[src/rtl/spi_frame_ctrl.sv]
// SPI mode-0 master frame controller: one command word per cs_n frame, returns the MISO word.
// SCLK is derived from clk with a DIV_HALF-cycle half-period divider that only runs while busy.
module spi_frame_ctrl #(
  parameter int DIV_HALF   = 1250,
  parameter int FRAME_BITS = 16,
  parameter int GAP_HALVES = 4
) (
  input  logic                  clk,
  input  logic                  rst,
  input  logic                  start_valid,
  output logic                  start_ready,
  input  logic [FRAME_BITS-1:0] tx_data,
  output logic                  rx_valid,
  output logic [FRAME_BITS-1:0] rx_data,
  output logic                  busy,
  output logic                  sclk,
  output logic                  mosi,
  input  logic                  miso,
  output logic                  cs_n
);

  localparam int DW = $clog2(DIV_HALF);
  localparam int BW = $clog2(FRAME_BITS + GAP_HALVES + 1);

  typedef enum logic [2:0] {S_IDLE, S_SETUP, S_XFER, S_HOLD, S_GAP} state_t;

  state_t                r_state, w_next;
  logic [DW-1:0]         r_div;
  logic [BW-1:0]         r_bit_cnt;
  logic [FRAME_BITS-1:0] r_tx_sr, r_rx_sr, r_rx_data;
  logic                  r_sclk, r_cs_n, r_rx_valid;
  logic                  w_tick, w_accept, w_last_bit, w_gap_done;

  assign w_tick      = (r_state != S_IDLE) && (r_div == DW'(DIV_HALF - 1));
  assign w_accept    = start_valid && (r_state == S_IDLE);
  assign w_last_bit  = (r_bit_cnt == BW'(FRAME_BITS));
  assign w_gap_done  = (r_bit_cnt == BW'(GAP_HALVES - 1));

  assign start_ready = (r_state == S_IDLE);
  assign busy        = (r_state != S_IDLE);
  assign sclk        = r_sclk;
  assign cs_n        = r_cs_n;
  assign mosi        = r_tx_sr[FRAME_BITS-1];
  assign rx_valid    = r_rx_valid;
  assign rx_data     = r_rx_data;

  always_ff @(posedge clk) begin
    if (rst) r_state <= S_IDLE;
    else     r_state <= w_next;
  end

  // XFER keeps one low half after the last fall so rx_valid lands 2*FRAME_BITS+2 halves after acceptance
  always_comb begin
    w_next = r_state;
    case (r_state)
      S_IDLE:  if (w_accept) w_next = S_SETUP;
      S_SETUP: if (w_tick) w_next = S_XFER;
      S_XFER:  if (w_tick && !r_sclk && w_last_bit) w_next = S_HOLD;
      S_HOLD:  if (w_tick) w_next = S_GAP;
      S_GAP:   if (w_tick && w_gap_done) w_next = S_IDLE;
      default: w_next = S_IDLE;
    endcase
  end

  always_ff @(posedge clk) begin
    if (rst) begin
      r_div      <= '0;
      r_bit_cnt  <= '0;
      r_tx_sr    <= '0;
      r_rx_sr    <= '0;
      r_rx_data  <= '0;
      r_sclk     <= 1'b0;
      r_cs_n     <= 1'b1;
      r_rx_valid <= 1'b0;
    end else begin
      r_rx_valid <= 1'b0;
      if (r_state == S_IDLE) r_div <= '0;
      else                   r_div <= w_tick ? '0 : r_div + 1'b1;
      case (r_state)
        S_IDLE: begin
          r_sclk <= 1'b0;
          if (w_accept) begin
            r_tx_sr   <= tx_data;
            r_cs_n    <= 1'b0;
            r_bit_cnt <= '0;
          end
        end
        S_SETUP: begin
          if (w_tick) begin
            r_sclk    <= 1'b1;
            r_rx_sr   <= {r_rx_sr[FRAME_BITS-2:0], miso};
            r_bit_cnt <= r_bit_cnt + 1'b1;
          end
        end
        S_XFER: begin
          if (w_tick) begin
            if (r_sclk) begin
              r_sclk <= 1'b0;
              if (!w_last_bit) r_tx_sr <= {r_tx_sr[FRAME_BITS-2:0], 1'b0};
            end else if (!w_last_bit) begin
              r_sclk    <= 1'b1;
              r_rx_sr   <= {r_rx_sr[FRAME_BITS-2:0], miso};
              r_bit_cnt <= r_bit_cnt + 1'b1;
            end
          end
        end
        S_HOLD: begin
          if (w_tick) begin
            r_cs_n     <= 1'b1;
            r_rx_data  <= r_rx_sr;
            r_rx_valid <= 1'b1;
            r_bit_cnt  <= '0;
          end
        end
        S_GAP: begin
          if (w_tick) r_bit_cnt <= r_bit_cnt + 1'b1;
        end
        default: ;
      endcase
    end
  end

endmodule

[config.mk]
export PLATFORM = sky130hd
export DESIGN_NAME = spi_frame_ctrl
export DESIGN_NICKNAME = d
export VERILOG_FILES = /design/src/rtl/spi_frame_ctrl.sv
export SDC_FILE = /design/constraint.sdc
export NUM_CORES = 1
export LEC_CHECK = 0
export CORE_AREA = 2 2 82 84
export DETAILED_ROUTE_END_ITERATION = 8
export DIE_AREA = 0 0 84 86
export DONT_BUFFER_PORTS = 1
export MAX_ROUTING_LAYER = met4
export PLACE_DENSITY = 0.72
export SETUP_SLACK_MARGIN = 0.4
export SLEW_MARGIN = 20
export SYNTH_ARGS = -nofsm -noshare
export SYNTH_HDL_FRONTEND = slang
export SYNTH_SLANG_ARGS = --single-unit
[constraint.sdc]
create_clock -name clk -period 6 [get_ports clk]
set_input_delay 1.2 -clock clk [delete_from_list [all_inputs] [get_ports clk]]
set_output_delay 1.2 -clock clk [all_outputs]
set_load 0.01 [all_outputs]
### After elaboration in Yosys (flattened, before gate mapping)

Index checks and enable logic that the tools add are counted.

| cells by class | value |
|---|---|
| add/sub/neg operators | 2 |
| muxes and demuxes | 31 |
| reductions and logical operators | 23 |
| equal/unequal tests | 17 |
| bitwise logic cells | 1 |

Operators with widths:

| kind | count |
|---|---|
| 16-bit two-way mux | 8 |
| 16-bit one-hot mux with 2 select lines | 2 |
| 5-bit two-way mux | 6 |
| 5-bit one-hot mux with 4 select lines | 1 |
| 2-bit inequality test, second input constant | 8 |
| 3-bit two-way mux | 5 |
| 3-bit one-hot mux with 5 select lines | 1 |
| 5-bit AND reduction | 3 |
| 11-bit by 1-bit adder with 11-bit output, second input constant | 1 |
| 11-bit equality test, second input constant | 1 |
| 7-bit AND reduction | 1 |
| 3-bit by 2-bit equality test with 1-bit output, second input constant | 2 |
| 1-bit two-way mux | 6 |
| 3-bit AND reduction | 2 |
| 2-bit nonzero test | 3 |
| 3-bit nonzero test | 2 |
| 5-bit by 1-bit adder with 5-bit output, second input constant | 1 |
| 5-bit by 2-bit equality test with 1-bit output, second input constant | 1 |
| 5-bit equality test, second input constant | 1 |
| 1-bit logical AND | 5 |
| 2-bit by 1-bit inequality test with 1-bit output, second input constant | 2 |
| 4-bit nonzero test | 1 |
| 2-bit OR reduction | 2 |
| 3-bit by 1-bit equality test with 1-bit output, second input constant | 1 |
| 8 further kinds | 8 |

| storage, ports and cells | value |
|---|---|
| logic and storage cells | 83 |
| input port bits | 20 |
| output and inout bits | 22 |
| register bits | 70 |

### Depth between registers and ports, before layout

| depth | value |
|---|---|
| depth after elaboration | 6 |
| depth in mapped cells | 9 |
| mapped depth without buffers | 7 |

### Worst setup path after synthesis

No wires, ideal clock.

| path | value |
|---|---|
| kind | register to output |
| start point | reg r_state[1] |
| end point | out busy |
| path buffers | 1 |
| data arrival time | 1084 ps |
| slack | 3716 ps |
| required time | 4800 ps |
| cell stages (with the launch flop) | 4 |
| cell sequence | dfxtp_1 -> buf_1 -> nor3_1 -> inv_1 |

| between the ends | value |
|---|---|
| longest elaborated chain between the ends | 1 |

RTL lines:

| item | line | source |
|---|---|---|
| start, declared | 27 | `state_t r_state, w_next;` |
| start signal, assigned | 49 | `else r_state <= w_next;` |
| 3-bit nonzero test | 40 | `assign busy = (r_state != S_IDLE);` |
| end, declared | 15 | `output logic busy,` |

Every way passes these cells.

### Worst setup path in the final report

Ends and elaborated chain as after synthesis.

==> run metrics <==
status finished, final reports clean; Crit-path slowest cell nor3_1; post-synth cell types 51; count of final setup violators 0; placed cell areas 0.00315 mm²; max cap viols 0; setup_tns 0 ps; Synth Register Bits 70; WL/cell 13.3 µm; Clock Sinks 70; max incr delay on CP 500 ps; share of the yosys chip area belonging to registers 0.442; Warnings, synthesis 0; CTS H-tree depth 3; CTS tree yes; setup slack after layout 3190 ps; GRT Residual Overflow 0; crit path time final 2810 ps; Buffers on Ports 0; diode count 0; clk root buf clkbuf_8; number of synthesized flops with an enable pin 0; HP Class reg2reg; die area 0.00722 mm²; global routing's busiest layer met2; Fmax 357 MHz; CP max FO 32; Routed Antenna Nets 0; Worst Skew 5.15 ps; nature of the critical path endpoint primary output; Gate Count Post-Synth 354; clock buffer depth 2; RSZ-0062 raised after global routing no; gpl congestion 0.752; Final Util 0.533; Clock transition at path regs 80 ps; worst setup path startpoint r_state[1]; via count 2310; CP Launch Type register; CP bufs+invs 2; met2 usage 0.265; io pins 42; Most used DFF post-synth dfxtp_1; reg2reg start r_state[1]; Area growth, synth to finish 5.57%; CP required 4800 ps; Post-CTS Resized 0; CTS Hold Bufs 0; GRT Util Overall 0.171; Critical Setup Path Class reg2out; power consumption 903 µW; Slew @ Worst Pin 730 ps; Starting DRT DRC Count 85; CTS buffer count 9; hold_sp r_rx_sr[15]; Post-CTS Setup Bufs 0; Vias/cell 5.40; largest net degree at the start of global routing 59; Final HPWL DP 3.76 mm; die height 86 µm; DRC Markers 0; Syn Nets 378; top cells by area, synth dfxtp_1, nand2_1, a21oi_1, a211oi_2, mux2i_1; PD cells 270 mW/mm²; num rows 29; ys async rst share 0; grt met1 use 0.213; VDD IR max 0.000182 V; Initial Util 0.505; vias in the first global route 2112; clock latency on the worst-skew pair 340 ps; Worst slew margin 0.512; cell depth of the worst setup path 3; antenna violations before repair 0; Final Hold Fails 0; Syn Area/Cell 8.95 µm²; share of layout cells above drive strength 1 0.137; final worst path period share 0.468; Global Route met3 Usage 0.0549; Routed WL 5.71 mm; crit-path leading delay family simple AND/OR/NAND/NOR gates; NumNets Final 370; Pre-antenna DRT Iters 4; Filler Cells Inserted 575; final slew viol count 0; Final Cell Area 0.00335 mm²; share of the synthesized area in the top cell type 0.442; pre-CTS WS 3560 ps; Hold Crit Depth 2; global-route wire length before repair 9.68 mm; Synth Cell Area 0.00317 mm²; Arrival @ worst endpoint 1610 ps; worst r2r path cells 6; Die W 84 µm; core area 0.00628 mm²; Leakage 0.00108 µW; largest area contributor in the netlist dfxtp_1; cell chain of the critical path buf_4, nor3_1, inv_1
==> synthesized netlist by cell type (2+ instances only) <==
master and instances:
dfxtp_1 70, o21ai_0 7, clkbuf_1 9, nor2_1 32
nor3_4 2, a211oi_2 15, o21a_1 2, or3_1 4
nor3_1 7, inv_1 8, mux2i_1 17, or2_2 2
buf_4 3, xnor2_1 2, buf_6 5, o221a_1 3
nand3_1 7, a21oi_1 39, ha_1 4, buf_2 3
nor2b_1 2, nand2_1 72, and3_1 5, xor2_1 7
==> routing by layer <==
layer / vias to the layer above / share of wire
met5: - / 0
met4: 0 / 0.011
met3: 6 / 0.049
met2: 46 / 0.45
met1: 1053 / 0.49
li1: 1205 / -
==> worst min-delay path: cells and delay by family (launching register included) <==
kind	cells	cell delay [ps]
flip-flops	1	320
AND/OR/NAND/NOR	1	50
AO/OA/AOI/OAI	1	50
==> registers in the layout (all words and copies together) (netlist names) <==
name       cells
cs_n           1
r_bit_cnt      5
r_div         11
r_rx_sr       16
r_state        3
r_tx_sr       16
rx_data       16
rx_valid       1
sclk           1
==> cell type report <==
cell class	count	area, µm²	share of cell area
clock buffers	9	124	0.0370
clock inverters	7	72.6	0.0217
inverters	8	30.0	0.00898
multi-input cells	255	1610	0.480
flip-flops and latches	70	1400	0.419
well taps	77	96.3	0.0288
repair buffers	2	15.0	0.00449
==> cells by family after synthesis <==
family / Yosys count / synth area share
multiplexers: 17 / 0.0537
AND/OR/NAND/NOR: 149 / 0.236
AO/OA/AOI/OAI: 76 / 0.176
buffers and inverters: 29 / 0.0509
XOR/XNOR: 9 / 0.0249
adder cells (fa/ha/maj): 4 / 0.0158
flip-flops: 70 / 0.442
==> layout by cell type, fill, tap and decap left out, drive strengths merged, types with 3 or more instances in the layout <==
cell,Yosys,routed
a211oi,15,15
a21oi,39,39
and3,6,6
clkbuf,9,9
dfxtp,70,70
ha,4,4
inv,8,10
mux2i,17,17
nand2,72,72
nand3,8,8
nor2,32,32
nor3,9,9
o21ai,8,8
o221a,3,3
or3,4,4
xor2,7,7
==> metrics by stage <==
step | std cells | hold slack, ps
global route | 428 | 476
finish | 428 | 452
detailed placement | 412 | 440
floorplan | 354 | 432
CTS | 428 | 450
global placement | 412 | 435
==> final timing paths <==
kind / slack (ps) / endpoint
setup / recovery: 3190 / busy
hold / removal: 450 / r_rx_sr[15]
setup reg to reg: 3820 / r_rx_sr[0]
hold reg to reg: 450 / r_rx_sr[15]
==> report_power, final <==
part	switching [µW]	internal [µW]	total (µW)	leakage, µW
clock network	185	193	378	0.0000960
registers	8.39	475	483	0.000568
logic	23.6	18.5	42.1	0.000420
total	217	686	903	0.00108
No activity file was read; power rests on OpenSTA's default activity.
